===== config.mk =====
export PLATFORM = sky130hd
export DESIGN_NAME = pacman_ctrl
export DESIGN_NICKNAME = d
export VERILOG_FILES = /design/src/rtl/pacman_ctrl.sv
export SDC_FILE = /design/constraint.sdc
export NUM_CORES = 1
export LEC_CHECK = 0
export CORE_ASPECT_RATIO = 0.75
export CORE_MARGIN = 4
export CORE_UTILIZATION = 58
export DETAILED_ROUTE_END_ITERATION = 8
export PLACE_DENSITY = 0.95
export RECOVER_POWER = 100
export SKIP_CTS_REPAIR_TIMING = 1
export SLEW_MARGIN = 30
export SYNTH_ARGS = -nofsm -noshare
export SYNTH_HDL_FRONTEND = slang
export SYNTH_SLANG_ARGS = --single-unit

===== constraint.sdc =====
create_clock -name clk -period 6.1 [get_ports clk]
set_input_delay 1.83 -clock clk [delete_from_list [all_inputs] [get_ports clk]]
set_output_delay 1.83 -clock clk [all_outputs]
set_load 0.01 [all_outputs]

===== src/rtl/pacman_ctrl.sv =====
// Pac-Man movement/life controller: per-frame turn and move probes against a maze
// oracle, horizontal tunnel wrap, mouth animation, death timing and respawn.
module pacman_ctrl #(
    parameter logic [8:0] START_X      = 9'd112,
    parameter logic [8:0] START_Y      = 9'd188,
    parameter logic [8:0] X_MIN        = 9'd7,
    parameter logic [8:0] X_MAX        = 9'd216,
    parameter int         SPEED_DIV    = 2,
    parameter int         ANIM_DIV     = 4,
    parameter int         DEATH_FRAMES = 60,
    parameter logic [1:0] LIVES        = 2'd3
) (
    input  logic       clk,
    input  logic       rst_n,
    input  logic       frame_tick,
    input  logic [1:0] dir_req,
    input  logic       dir_req_valid,
    input  logic       ghost_hit,
    output logic [8:0] probe_x,
    output logic [8:0] probe_y,
    output logic [1:0] probe_dir,
    input  logic       probe_blocked,
    output logic [8:0] xloc,
    output logic [8:0] yloc,
    output logic [1:0] pacman_dir,
    output logic       pacman_alive,
    output logic [1:0] animation_cycle,
    output logic [1:0] lives,
    output logic       game_over
);

    localparam int SW = $clog2(SPEED_DIV + 1);
    localparam int AW = $clog2(ANIM_DIV + 1);
    localparam int DW = $clog2(DEATH_FRAMES + 1);
    localparam logic [SW-1:0] SPEED_LAST = SW'(SPEED_DIV - 1);
    localparam logic [AW-1:0] ANIM_LAST  = AW'(ANIM_DIV - 1);
    localparam logic [DW-1:0] DEATH_LAST = DW'(DEATH_FRAMES - 1);

    typedef enum logic [2:0] {
        WAIT, PROBE_TURN, PROBE_MOVE, DYING, RESPAWN, OVER
    } state_t;

    state_t        r_state, w_state_next;
    logic [8:0]    r_xloc, r_yloc;
    logic [1:0]    r_pacman_dir, r_anim_cycle, r_lives;
    logic          r_alive, r_game_over;
    logic          r_pend_valid;
    logic [1:0]    r_pend_dir;
    logic [SW-1:0] r_speed_cnt;
    logic [AW-1:0] r_anim_cnt;
    logic [DW-1:0] r_death_cnt;

    logic       w_hit, w_adopt, w_step;
    logic [1:0] w_probe_dir;
    logic [8:0] w_step_x, w_step_y;

    assign w_hit = ghost_hit && (r_state == WAIT || r_state == PROBE_TURN || r_state == PROBE_MOVE);

    always_ff @(posedge clk or negedge rst_n) begin
        if (!rst_n) r_state <= WAIT;
        else        r_state <= w_state_next;
    end

    always_comb begin
        w_state_next = r_state;
        w_probe_dir  = r_pacman_dir;
        w_adopt      = 1'b0;
        w_step       = 1'b0;
        case (r_state)
            WAIT: begin
                if (ghost_hit)       w_state_next = DYING;
                else if (frame_tick) w_state_next = r_pend_valid ? PROBE_TURN : PROBE_MOVE;
            end
            PROBE_TURN: begin
                w_probe_dir = r_pend_dir;
                if (ghost_hit) begin
                    w_state_next = DYING;
                end else begin
                    w_adopt      = !probe_blocked;
                    w_state_next = PROBE_MOVE;
                end
            end
            PROBE_MOVE: begin
                if (ghost_hit) begin
                    w_state_next = DYING;
                end else begin
                    w_step       = 1'b1;
                    w_state_next = WAIT;
                end
            end
            DYING: begin
                if (frame_tick && r_death_cnt == DEATH_LAST)
                    w_state_next = (r_lives == 2'd0) ? OVER : RESPAWN;
            end
            RESPAWN: w_state_next = WAIT;
            OVER:    w_state_next = OVER;
            default: w_state_next = WAIT;
        endcase
    end

    // Neighbour pixel in the probed direction; also the next center when moving.
    always_comb begin
        w_step_x = r_xloc;
        w_step_y = r_yloc;
        case (w_probe_dir)
            2'b00: w_step_x = (r_xloc == X_MAX) ? X_MIN : r_xloc + 9'd1;
            2'b01: w_step_y = (r_yloc == 9'd0) ? 9'd0 : r_yloc - 9'd1;
            2'b10: w_step_y = (r_yloc == 9'h1FF) ? r_yloc : r_yloc + 9'd1;
            default: w_step_x = (r_xloc == X_MIN || r_xloc == 9'd0) ? X_MAX : r_xloc - 9'd1;
        endcase
    end

    always_ff @(posedge clk or negedge rst_n) begin
        if (!rst_n) begin
            r_xloc       <= START_X;
            r_yloc       <= START_Y;
            r_pacman_dir <= 2'b00;
            r_anim_cycle <= 2'd0;
            r_lives      <= LIVES;
            r_alive      <= 1'b1;
            r_game_over  <= 1'b0;
            r_pend_valid <= 1'b0;
            r_pend_dir   <= 2'b00;
            r_speed_cnt  <= '0;
            r_anim_cnt   <= '0;
            r_death_cnt  <= '0;
        end else begin
            // Pending request: death entry and respawn win over a same-cycle load.
            if (w_hit || r_state == RESPAWN) begin
                r_pend_valid <= 1'b0;
            end else if (dir_req_valid && r_state != DYING && r_state != OVER) begin
                r_pend_valid <= 1'b1;
                r_pend_dir   <= dir_req;
            end else if (w_adopt) begin
                r_pend_valid <= 1'b0;
            end

            if (w_adopt) r_pacman_dir <= r_pend_dir;

            if (w_step) begin
                r_speed_cnt <= (r_speed_cnt == SPEED_LAST) ? '0 : r_speed_cnt + 1'b1;
                if (!probe_blocked) begin
                    if (r_speed_cnt == SPEED_LAST) begin
                        r_xloc <= w_step_x;
                        r_yloc <= w_step_y;
                    end
                    if (r_anim_cnt == ANIM_LAST) begin
                        r_anim_cnt   <= '0;
                        r_anim_cycle <= r_anim_cycle + 2'd1;
                    end else begin
                        r_anim_cnt <= r_anim_cnt + 1'b1;
                    end
                end
            end

            if (w_hit) begin
                r_lives     <= (r_lives == 2'd0) ? 2'd0 : r_lives - 2'd1;
                r_alive     <= 1'b0;
                r_death_cnt <= '0;
            end else if (r_state == DYING && frame_tick) begin
                r_death_cnt <= (r_death_cnt == DEATH_LAST) ? '0 : r_death_cnt + 1'b1;
            end

            if (r_state == RESPAWN) begin
                r_xloc       <= START_X;
                r_yloc       <= START_Y;
                r_pacman_dir <= 2'b00;
                r_anim_cycle <= 2'd0;
                r_speed_cnt  <= '0;
                r_anim_cnt   <= '0;
                r_alive      <= 1'b1;
            end

            if (r_state == DYING && w_state_next == OVER) r_game_over <= 1'b1;
        end
    end

    assign probe_dir       = w_probe_dir;
    assign probe_x         = w_step_x;
    assign probe_y         = w_step_y;
    assign xloc            = r_xloc;
    assign yloc            = r_yloc;
    assign pacman_dir      = r_pacman_dir;
    assign pacman_alive    = r_alive;
    assign animation_cycle = r_anim_cycle;
    assign lives           = r_lives;
    assign game_over       = r_game_over;

endmodule


==> results of run 1 <==
[cells in the mapped netlist (all sizes together), types with 9 or more instances]
| cell type | number |
|---|---|
| nor2 | 30 |
| or3 | 9 |
| clkbuf | 19 |
| a21oi | 24 |
| nand3 | 12 |
| a21o | 11 |
| o21ai | 23 |
| nor3 | 17 |
| ha | 11 |
| nand2 | 34 |
| dfrtp | 32 |
| dfstp | 11 |
| inv | 15 |
[placed cells by master, fill, tap and decap left out, types with 8 or more instances in the layout]
master and n:
a21oi_1 24, clkdlybuf4s50_1 21, a21o_1 11, dlygate4sd3_1 31, nand3_1 12, nor2_1 30
inv_1 15, nand2_1 34, o21ai_0 21, nor3_1 17, dfrtp_1 32, dfstp_1 8
ha_1 11, or3_1 8
[power groups by stage]
stage          Sequential, mW  Clock [mW]  Combinational, mW
5_1_grt                 0.525       0.202               1.13
6_report                0.506       0.188               1.04
2_1_floorplan           0.469           0              0.678
3_5_place_dp            0.512           0               1.07
4_1_cts                 0.508       0.191               1.07
3_3_place_gp            0.506           0               1.04
[through the flow]
step                instances  power (mW)
floorplan                 375        1.15
global placement          481        1.55
detailed placement        481        1.58
CTS                       489        1.77
global route              489        1.85
finish                    489        1.73
[layout make-up]
| cell class | count | share of cell area [%] |
|---|---|---|
| clock buffers | 6 | 1.92 |
| inverters | 16 | 1.69 |
| repair buffers | 55 | 14.2 |
| multi-input cells | 292 | 50.5 |
| clock inverters | 2 | 0.364 |
| flip-flops and latches | 43 | 28.9 |
| well taps | 75 | 2.48 |
[kinds of logic after synthesis]
logic type      count (synthesis)  synth area share (%)
compound gates                123                  27.5
buf+inv                        40                  6.84
fa+ha+maj                      11                  4.25
mux                             9                  2.94
xor+xnor                        6                  1.62
simple gates                  143                  23.2
flops                          43                  33.7
[state kept, by name (all words and copies together) (netlist names), 2 cells and up]
register,count
lives,2
xloc,9
r_speed_cnt,2
r_pend_dir,2
r_death_cnt,6
r_anim_cnt,3
r_state,3
animation_cycle,2
pacman_dir,2
yloc,9
[worst max-delay path, cell delays in order (launching register included)]
cell	delay (ps)
dfrtp_1	560
nor2b_1	360
nor2b_1	270
mux2_1	420
ha_1	610
clkinvlp_4	380
a21oi_1	230
a211o_1	110
o21ai_0	110
dlygate4sd3_1	670
[worst paths after layout]
path,from,to,slack (ps)
worst max-delay path,r_state[0],probe_x[2],230
worst min-delay path,pacman_alive,pacman_alive,470
worst max register to register,r_state[0],yloc[7],2690
worst min register to register,pacman_alive,pacman_alive,470
max in group asynchronous,rst_n,r_state[1],2600
min in group asynchronous,rst_n,xloc[8],2190
[layer usage]
metal	up-vias	GRT usage (%)	wire length (um)
met1	1496	36.6	3540
met2	169	40.4	3870
met5	-	0	0
met3	22	4.54	755
li1	1487	-	-
met4	0	9.13	159
==> reports/results.txt, run 1 <==
site row count -> 23
Syn Area/Cell -> 8.63 um^2
hold_ws -> 466 ps
core area -> 5380 um^2
final WL -> 8320 um
worst skew pair latency -> 310 ps
number of global-route vias before repair -> 2,909
CTS Buf Count -> 5
initial antenna violation count -> 0
Comb pwr share -> 59.9%
required time worst endpoint -> 4270 ps
cell depth of the worst hold path -> 2
ys flop type -> dfrtp_1
crit path max fanout -> 14
Seq/Total Area, Yosys -> 33.7%
fin crit period -> 5870 ps
post-route cell area -> 3780 um^2
Least-Margin Pin Slew -> 2280 ps
Setup-failing EPs final -> 0
RSZ-0062 raised after global routing -> no
via count -> 3,174
number of port buffers -> 53
initial core utilization -> 60.1%
HP Class -> register to register
Clk pwr share -> 10.9%
EDFF count, synth -> 0
H-Tree Depth -> 2
initial drt markers -> 309
Peak Freq -> 0.170 GHz
Crit Path Class -> register to primary output
register area -> 1090 um^2
count of unique library cells instantiated by Yosys -> 72
CP startpoint kind -> register
Ys Warns -> 0
Die H -> 72.7 um
Core Util, Final -> 70.2%
clock sink count -> 43
R2R depth -> 8
FILL cells -> 417
Die Wd -> 94.2 um
Int Power -> 0.929 mW
Post-Syn Area -> 3240 um^2
syn nets -> 394
Area after DPL -> 3710 um^2
FF+latch count, synth -> 43
Setup WS post-layout -> 231 ps
Area contributors post-synth -> dfrtp_1 25%, dfstp_2 8.9%, ha_1 4.3%
Syn Inst Count -> 375
DP Worst Slack -> 659 ps
Crit. End Element -> primary output
Area Growth Syn to Fin -> 16.7%
proportion of layout cells with a drive suffix above 1 -> 7.25%
VDD IR-drop max -> 193 uV
Die ar. -> 6850 um^2
Sw Pwr -> 0.802 mW
RePlAce Congestion -> 0.984
CTS max path bufs -> 2
Seq pwr share -> 29.2%
Antenna Violating Nets Remaining -> 0
relative slew slack -> -52.0%
# IOs -> 54
Slew Viols, Final -> 44
hpwl dp -> 5980 um
CTS tree -> built
failing checks -> max-capacitance violations, max-slew violations
first-pass GRT wire length -> 14,200 um
largest net degree at the start of global routing -> 44
share of synthesized flip-flops with an asynchronous set or reset -> 100%
final critical-path share of the clock period -> 96.2%
final hold violation count -> 0
Ant. Diodes -> 0
nets -> 432
Vias/cell -> 6.49
DRT Pass-1 Iters -> 5
crit path DAT -> 4040 ps
Clock Tree Root -> clkbuf_8
Yosys top cell area share -> 24.7%
multi-input logic area -> 1910 um^2
Pwr Density -> 458 nW/um^2
Max Cap Viol -> 1
Final TNS setup -> 0 ps
GRT Util Overall -> 26.0%
Static Leakage -> 1.60 nW
clk_skew -> 12.3 ps
fraction of power spent switching nets -> 46.3%
Yosys top cell by area -> dfrtp_1
GRT overflow -> 0
Residual DRC -> 0
clk slew on worst S/H paths -> 80 ps
DR WL/cell -> 17.0 um
status -> finished, violations left
(Power assumes the default switching activity.)
==> run 2: changes to the inputs <==
Settings changed: CORE_UTILIZATION 58 to 28, PLACE_DENSITY 0.95 to 0.58, SLEW_MARGIN 30 to 40.
==> reports/results.txt, run 2 (synthesis results as in run 1) <==
delay-heaviest family, CP -> compound AO/OA/AOI/OAI gates (was buffers and inverters)
clk slew on worst S/H paths -> 70 ps (was 80 ps)
Pwr Density -> 478 nW/um^2 (was 458 nW/um^2)
HP Class -> register to register (unchanged)
Final TNS setup -> 0 ps (unchanged)
Clock Tree Root -> clkbuf_16 (was clkbuf_8)
proportion of layout cells with a drive suffix above 1 -> 7.93% (was 7.25%)
Crit Path Class -> register to primary output (unchanged)
register-to-register setup slack -> 2720 ps (was 2690 ps)
CTS Buf Count -> 5 (unchanged)
Peak Freq -> 0.171 GHz (was 0.170 GHz)
fin crit period -> 5860 ps (was 5870 ps)
GRT overflow -> 0 (unchanged)
Least-Margin Pin Slew -> 2450 ps (was 2280 ps)
nets -> 434 (was 432)
slowest cell on the critical path -> dlygate4sd3_1 (unchanged)
CP startpoint kind -> register (unchanged)
Slew Viols, Final -> 44 (unchanged)
Antenna Violating Nets Remaining -> 0 (unchanged)
final WL -> 9450 um (was 8320 um)
worst skew pair latency -> 300 ps (was 310 ps)
Die ar. -> 13,400 um^2 (was 6850 um^2)
number of port buffers -> 53 (unchanged)
Core Util, Final -> 35.5% (was 70.2%)
failing checks -> max-capacitance violations, max-slew violations (unchanged)
most frequent cells in the layout -> 34 x nand2_1, 34 x dlygate4sd3_1, 32 x dfrtp_1, 30 x nor2_1, 24 x a21oi_1 (was 34 x nand2_1, 32 x dfrtp_1, 31 x dlygate4sd3_1, 30 x nor2_1, 24 x a21oi_1)
core area -> 11,100 um^2 (was 5380 um^2)
crit path DAT -> 4030 ps (was 4040 ps)
Die Wd -> 132 um (was 94.2 um)
via count -> 3,123 (was 3,174)
Die H -> 101 um (was 72.7 um)
CTS max path bufs -> 2 (unchanged)
Static Leakage -> 1.65 nW (was 1.60 nW)
clock sink count -> 43 (unchanged)
initial core utilization -> 29.1% (was 60.1%)
crit path buf inv count -> 2 (unchanged)
final hold violation count -> 0 (unchanged)
Setup-failing EPs final -> 0 (unchanged)
DR WL/cell -> 17.0 um (about the same)
required time worst endpoint -> 4270 ps (about the same)
first-pass GRT wire length -> 15,600 um (was 14,200 um)
VDD IR-drop max -> 150 uV (was 193 uV)
post-route cell area -> 3940 um^2 (was 3780 um^2)
initial antenna violation count -> 0 (unchanged)
RSZ-0062 raised after global routing -> no (unchanged)
Ant. Diodes -> 0 (unchanged)
Worst path most repeated cell -> nor2b_1 (unchanged)
Area Growth Syn to Fin -> 21.7% (was 16.7%)
# IOs -> 54 (unchanged)
FILL cells -> 1,151 (was 417)
site row count -> 33 (was 23)
H-Tree Depth -> 2 (unchanged)
worst path cell trace -> nor2b_1 -> nor2b_1 -> mux2i_1 -> inv_1 -> ha_1 -> o41ai_2 -> o311ai_0 -> nor2_1 -> dlygate4sd3_1 (was nor2b_1 -> nor2b_1 -> mux2_1 -> ha_1 -> clkinvlp_4 -> a21oi_1 -> a211o_1 -> o21ai_0 -> dlygate4sd3_1)
status -> finished, violations left (unchanged)
RePlAce Congestion -> 0.862 (was 0.984)
relative slew slack -> -63.5% (was -52.0%)
final critical-path share of the clock period -> 96.0% (was 96.2%)
largest net degree at the start of global routing -> 44 (unchanged)
GRT Util Overall -> 14.4% (was 26.0%)
crit path max fanout -> 18 (was 14)
number of global-route vias before repair -> 2,939 (was 2,909)
Crit. End Element -> primary output (unchanged)
DRT Pass-1 Iters -> 5 (unchanged)
initial drt markers -> 226 (was 309)
hpwl dp -> 6760 um (was 5980 um)
Vias/cell -> 5.62 (was 6.49)
Max Cap Viol -> 1 (unchanged)
CTS tree -> built (unchanged)
Area after DPL -> 3810 um^2 (was 3710 um^2)
Residual DRC -> 0 (unchanged)
clk_skew -> 7.22 ps (was 12.3 ps)
slowest stage delay, CP -> 620 ps (was 670 ps)
run 2: stage by stage:
stage	setup WS, ps	cells	total power [mW]	hold WS, ps
after floorplan	1560	375	1.15	462
after global placement	735	548	1.60	449
after detailed placement	652	548	1.62	451
after CTS	313	556	1.95	467
after global routing	33.4	556	2.02	482
final	245	556	1.88	459
run 2: per-layer routing:
| layer | global-route usage (%) | wire length (um) |
|---|---|---|
| met5 | 0 | 0 |
| met4 | 3.15 | 75 |
| met3 | 3.69 | 613 |
| met2 | 21.6 | 4110 |
| met1 | 20.7 | 4650 |
run 2: worst register-to-register path, cell delays in order (launching register included):
cell and delay (ps):
dfrtp_1 570, nor2b_1 400, nor2b_1 270, mux2_1 410
ha_1 560, clkbuf_1 320, nor2_1 160, a221o_1 430
a21o_1 160
run 2: final cells by class:
type                    instances  area [um^2]  share of cell area, %
clock buffers                   5          125                   3.18
clock inverters                 3         46.3                   1.18
inverters                      16         63.8                   1.62
multi-input cells             292         1890                   48.1
flip-flops and latches         43         1090                   27.7
well taps                     140          175                   4.45
repair buffers                 57          546                   13.9
run 2: report_power, final:
group	internal (mW)	total, mW	switching (mW)
sequential	0.373	0.511	0.138
combinational	0.478	1.05	0.568
clock	0.195	0.324	0.129
total	1.05	1.88	0.836
run 2: worst paths after layout:
path,to,from,cells past startpoint
max in group asynchronous,r_anim_cnt[2],rst_n,2
min in group asynchronous,yloc[6],rst_n,2
setup / recovery,probe_x[3],r_state[0],9
hold reg to reg,pacman_alive,pacman_alive,2
hold / removal,pacman_alive,pacman_alive,2
setup reg to reg,xloc[0],r_state[0],8
==> run 3: changes to the inputs <==
Settings changed: PLACE_DENSITY 0.58 to 0.6.
Clock period 6.1 ns to 4.83 ns, I/O delays scaled along.
==> reports/results.txt, run 3 (synthesis results as in run 1) <==
RePlAce Congestion -> 0.899 (was 0.862)
site row count -> 33 (unchanged)
Crit Path Class -> register to primary output (unchanged)
status -> finished, violations left (unchanged)
Static Leakage -> 1.68 nW (was 1.65 nW)
post-route cell area -> 4060 um^2 (was 3940 um^2)
Ant. Diodes -> 0 (unchanged)
relative slew slack -> -62.7% (was -63.5%)
most frequent cells in the layout -> 34 x nand2_1, 32 x dfrtp_1, 31 x clkdlybuf4s50_1, 30 x nor2_1, 23 x a21oi_1 (was 34 x nand2_1, 34 x dlygate4sd3_1, 32 x dfrtp_1, 30 x nor2_1, 24 x a21oi_1)
Residual DRC -> 0 (unchanged)
Setup-failing EPs final -> 0 (unchanged)
commonest non-fill, non-tap cell in the layout -> nand2_1
required time worst endpoint -> 3380 ps (was 4270 ps)
worst skew pair latency -> 300 ps (about the same)
# IOs -> 54 (unchanged)
Area Growth Syn to Fin -> 25.4% (was 21.7%)
worst path cell trace -> nor2b_1 -> nor2b_2 -> mux2_2 -> inv_1 -> ha_1 -> o21ai_4 -> o22ai_1 -> a21oi_1 -> a41oi_1 -> clkdlybuf4s50_1 (was nor2b_1 -> nor2b_1 -> mux2i_1 -> inv_1 -> ha_1 -> o41ai_2 -> o311ai_0 -> nor2_1 -> dlygate4sd3_1)
CTS Buf Count -> 5 (unchanged)
initial antenna violation count -> 0 (unchanged)
GRT overflow -> 0 (unchanged)
initial drt markers -> 265 (was 226)
proportion of layout cells with a drive suffix above 1 -> 11.8% (was 7.93%)
first-pass GRT wire length -> 15,800 um (was 15,600 um)
Die ar. -> 13,400 um^2 (unchanged)
HP Class -> register to register (unchanged)
Antenna Violating Nets Remaining -> 0 (unchanged)
clk_skew -> 7.65 ps (was 7.22 ps)
register area -> 1090 um^2 (unchanged)
multi-input logic area -> 1960 um^2 (was 1890 um^2)
R2R depth -> 7 (was 8)
final critical-path share of the clock period -> 96.5%
cell depth of the worst hold path -> 2 (unchanged)
Pwr Density -> 618 nW/um^2 (was 478 nW/um^2)
FILL cells -> 1,125 (was 1,151)
Sw Pwr -> 1.09 mW (was 0.836 mW)
clk slew on worst S/H paths -> 70 ps (about the same)
fraction of power spent switching nets -> 43.3% (was 44.4%)
slowest stage delay, CP -> 590 ps (was 620 ps)
crit path DAT -> 3210 ps (was 4030 ps)
Seq pwr share -> 25.6% (was 27.2%)
number of port buffers -> 53 (unchanged)
crit path max fanout -> 8 (was 18)
Area after DPL -> 3860 um^2 (was 3810 um^2)
Vias/cell -> 5.59 (was 5.62)
Levels on crit path -> 10 (was 9)
hpwl dp -> 6870 um (was 6760 um)
Clk pwr share -> 16.4% (was 17.2%)
RSZ-0062 raised after global routing -> yes (was no)
VDD IR-drop max -> 220 uV (was 150 uV)
crit path buf inv count -> 2 (unchanged)
failing checks -> max-capacitance violations, max-slew violations (unchanged)
CTS max path bufs -> 2 (unchanged)
via count -> 3,149 (was 3,123)
largest net degree at the start of global routing -> 44 (unchanged)
Core Util, Final -> 36.5% (was 35.5%)
Slew Viols, Final -> 44 (unchanged)
Die H -> 101 um (unchanged)
core area -> 11,100 um^2 (unchanged)
Peak Freq -> 0.214 GHz
Int Power -> 1.42 mW (was 1.05 mW)
final hold violation count -> 0 (unchanged)
Clock Tree Root -> clkbuf_16 (unchanged)
Crit. End Element -> primary output (unchanged)
H-Tree Depth -> 2 (unchanged)
initial core utilization -> 29.1% (unchanged)
Die Wd -> 132 um (unchanged)
Total Power -> 2.51 mW (was 1.88 mW)
nets -> 441 (was 434)
DR WL/cell -> 17.1 um (was 17.0 um)
clock sink count -> 43 (unchanged)
CTS tree -> built (unchanged)
Max Cap Viol -> 1 (unchanged)
number of global-route vias before repair -> 3,002 (was 2,939)
slowest cell on the critical path -> clkdlybuf4s50_1 (was dlygate4sd3_1)
Least-Margin Pin Slew -> 2440 ps (was 2450 ps)
final WL -> 9640 um (was 9450 um)
fin crit period -> 4660 ps
DRT Pass-1 Iters -> 5 (unchanged)
CP startpoint kind -> register (unchanged)
Comb pwr share -> 58.1% (was 55.6%)
delay-heaviest family, CP -> compound AO/OA/AOI/OAI gates (unchanged)
GRT Util Overall -> 14.5% (was 14.4%)
## run 3: routing by layer
layer	vias up	part of all wire, %	GRT usage, %
li1	1500	-	-
met1	1516	49	21.1
met2	118	45	22.3
met3	15	6.0	3.19
met4	0	0.77	2.82
met5	-	0	0
## run 3: worst register-to-register path, stage by stage (launching register included)
cell and delay, ps:
dfrtp_1 400, buf_4 190, nor3_1 190, clkbuf_1 260, and2_0 1000, nor2_1 200
o21bai_1 230, a22oi_1 240
## run 3: final timing paths
kind / startpoint / endpoint / slack (ps)
worst min-delay path: pacman_alive / pacman_alive / 460
worst max-delay path: r_state[1] / probe_y[3] / 170
min in group asynchronous: rst_n / yloc[6] / 1880
max in group asynchronous: rst_n / yloc[1] / 1530
worst max register to register: r_state[2] / yloc[5] / 2060
worst min register to register: pacman_alive / pacman_alive / 460
## run 3: layout make-up
| type | count | area share [%] |
|---|---|---|
| flip-flops and latches | 43 | 26.9 |
| clock buffers | 5 | 3.08 |
| inverters | 16 | 1.57 |
| repair buffers | 64 | 14.8 |
| well taps | 140 | 4.32 |
| multi-input cells | 292 | 48.2 |
| clock inverters | 3 | 1.14 |
## run 3: power by group through the flow
stage,Combinational [mW],Clock [mW],Sequential [mW]
2_1_floorplan,0.856,0,0.592
3_3_place_gp,1.39,0,0.643
3_5_place_dp,1.41,0,0.647
4_1_cts,1.42,0.423,0.641
5_1_grt,1.57,0.435,0.664
6_report,1.45,0.410,0.641
## run 3: metrics by stage
step                setup TNS, ps  cells  hold slack [ps]  setup WS (ps)
detailed placement              0    554              455            279
global placement                0    554              452            437
floorplan                       0    375              462            666
CTS                         -49.5    562              465          -49.5
global route                -51.5    563              484          -37.4
finish                          0    563              461            167
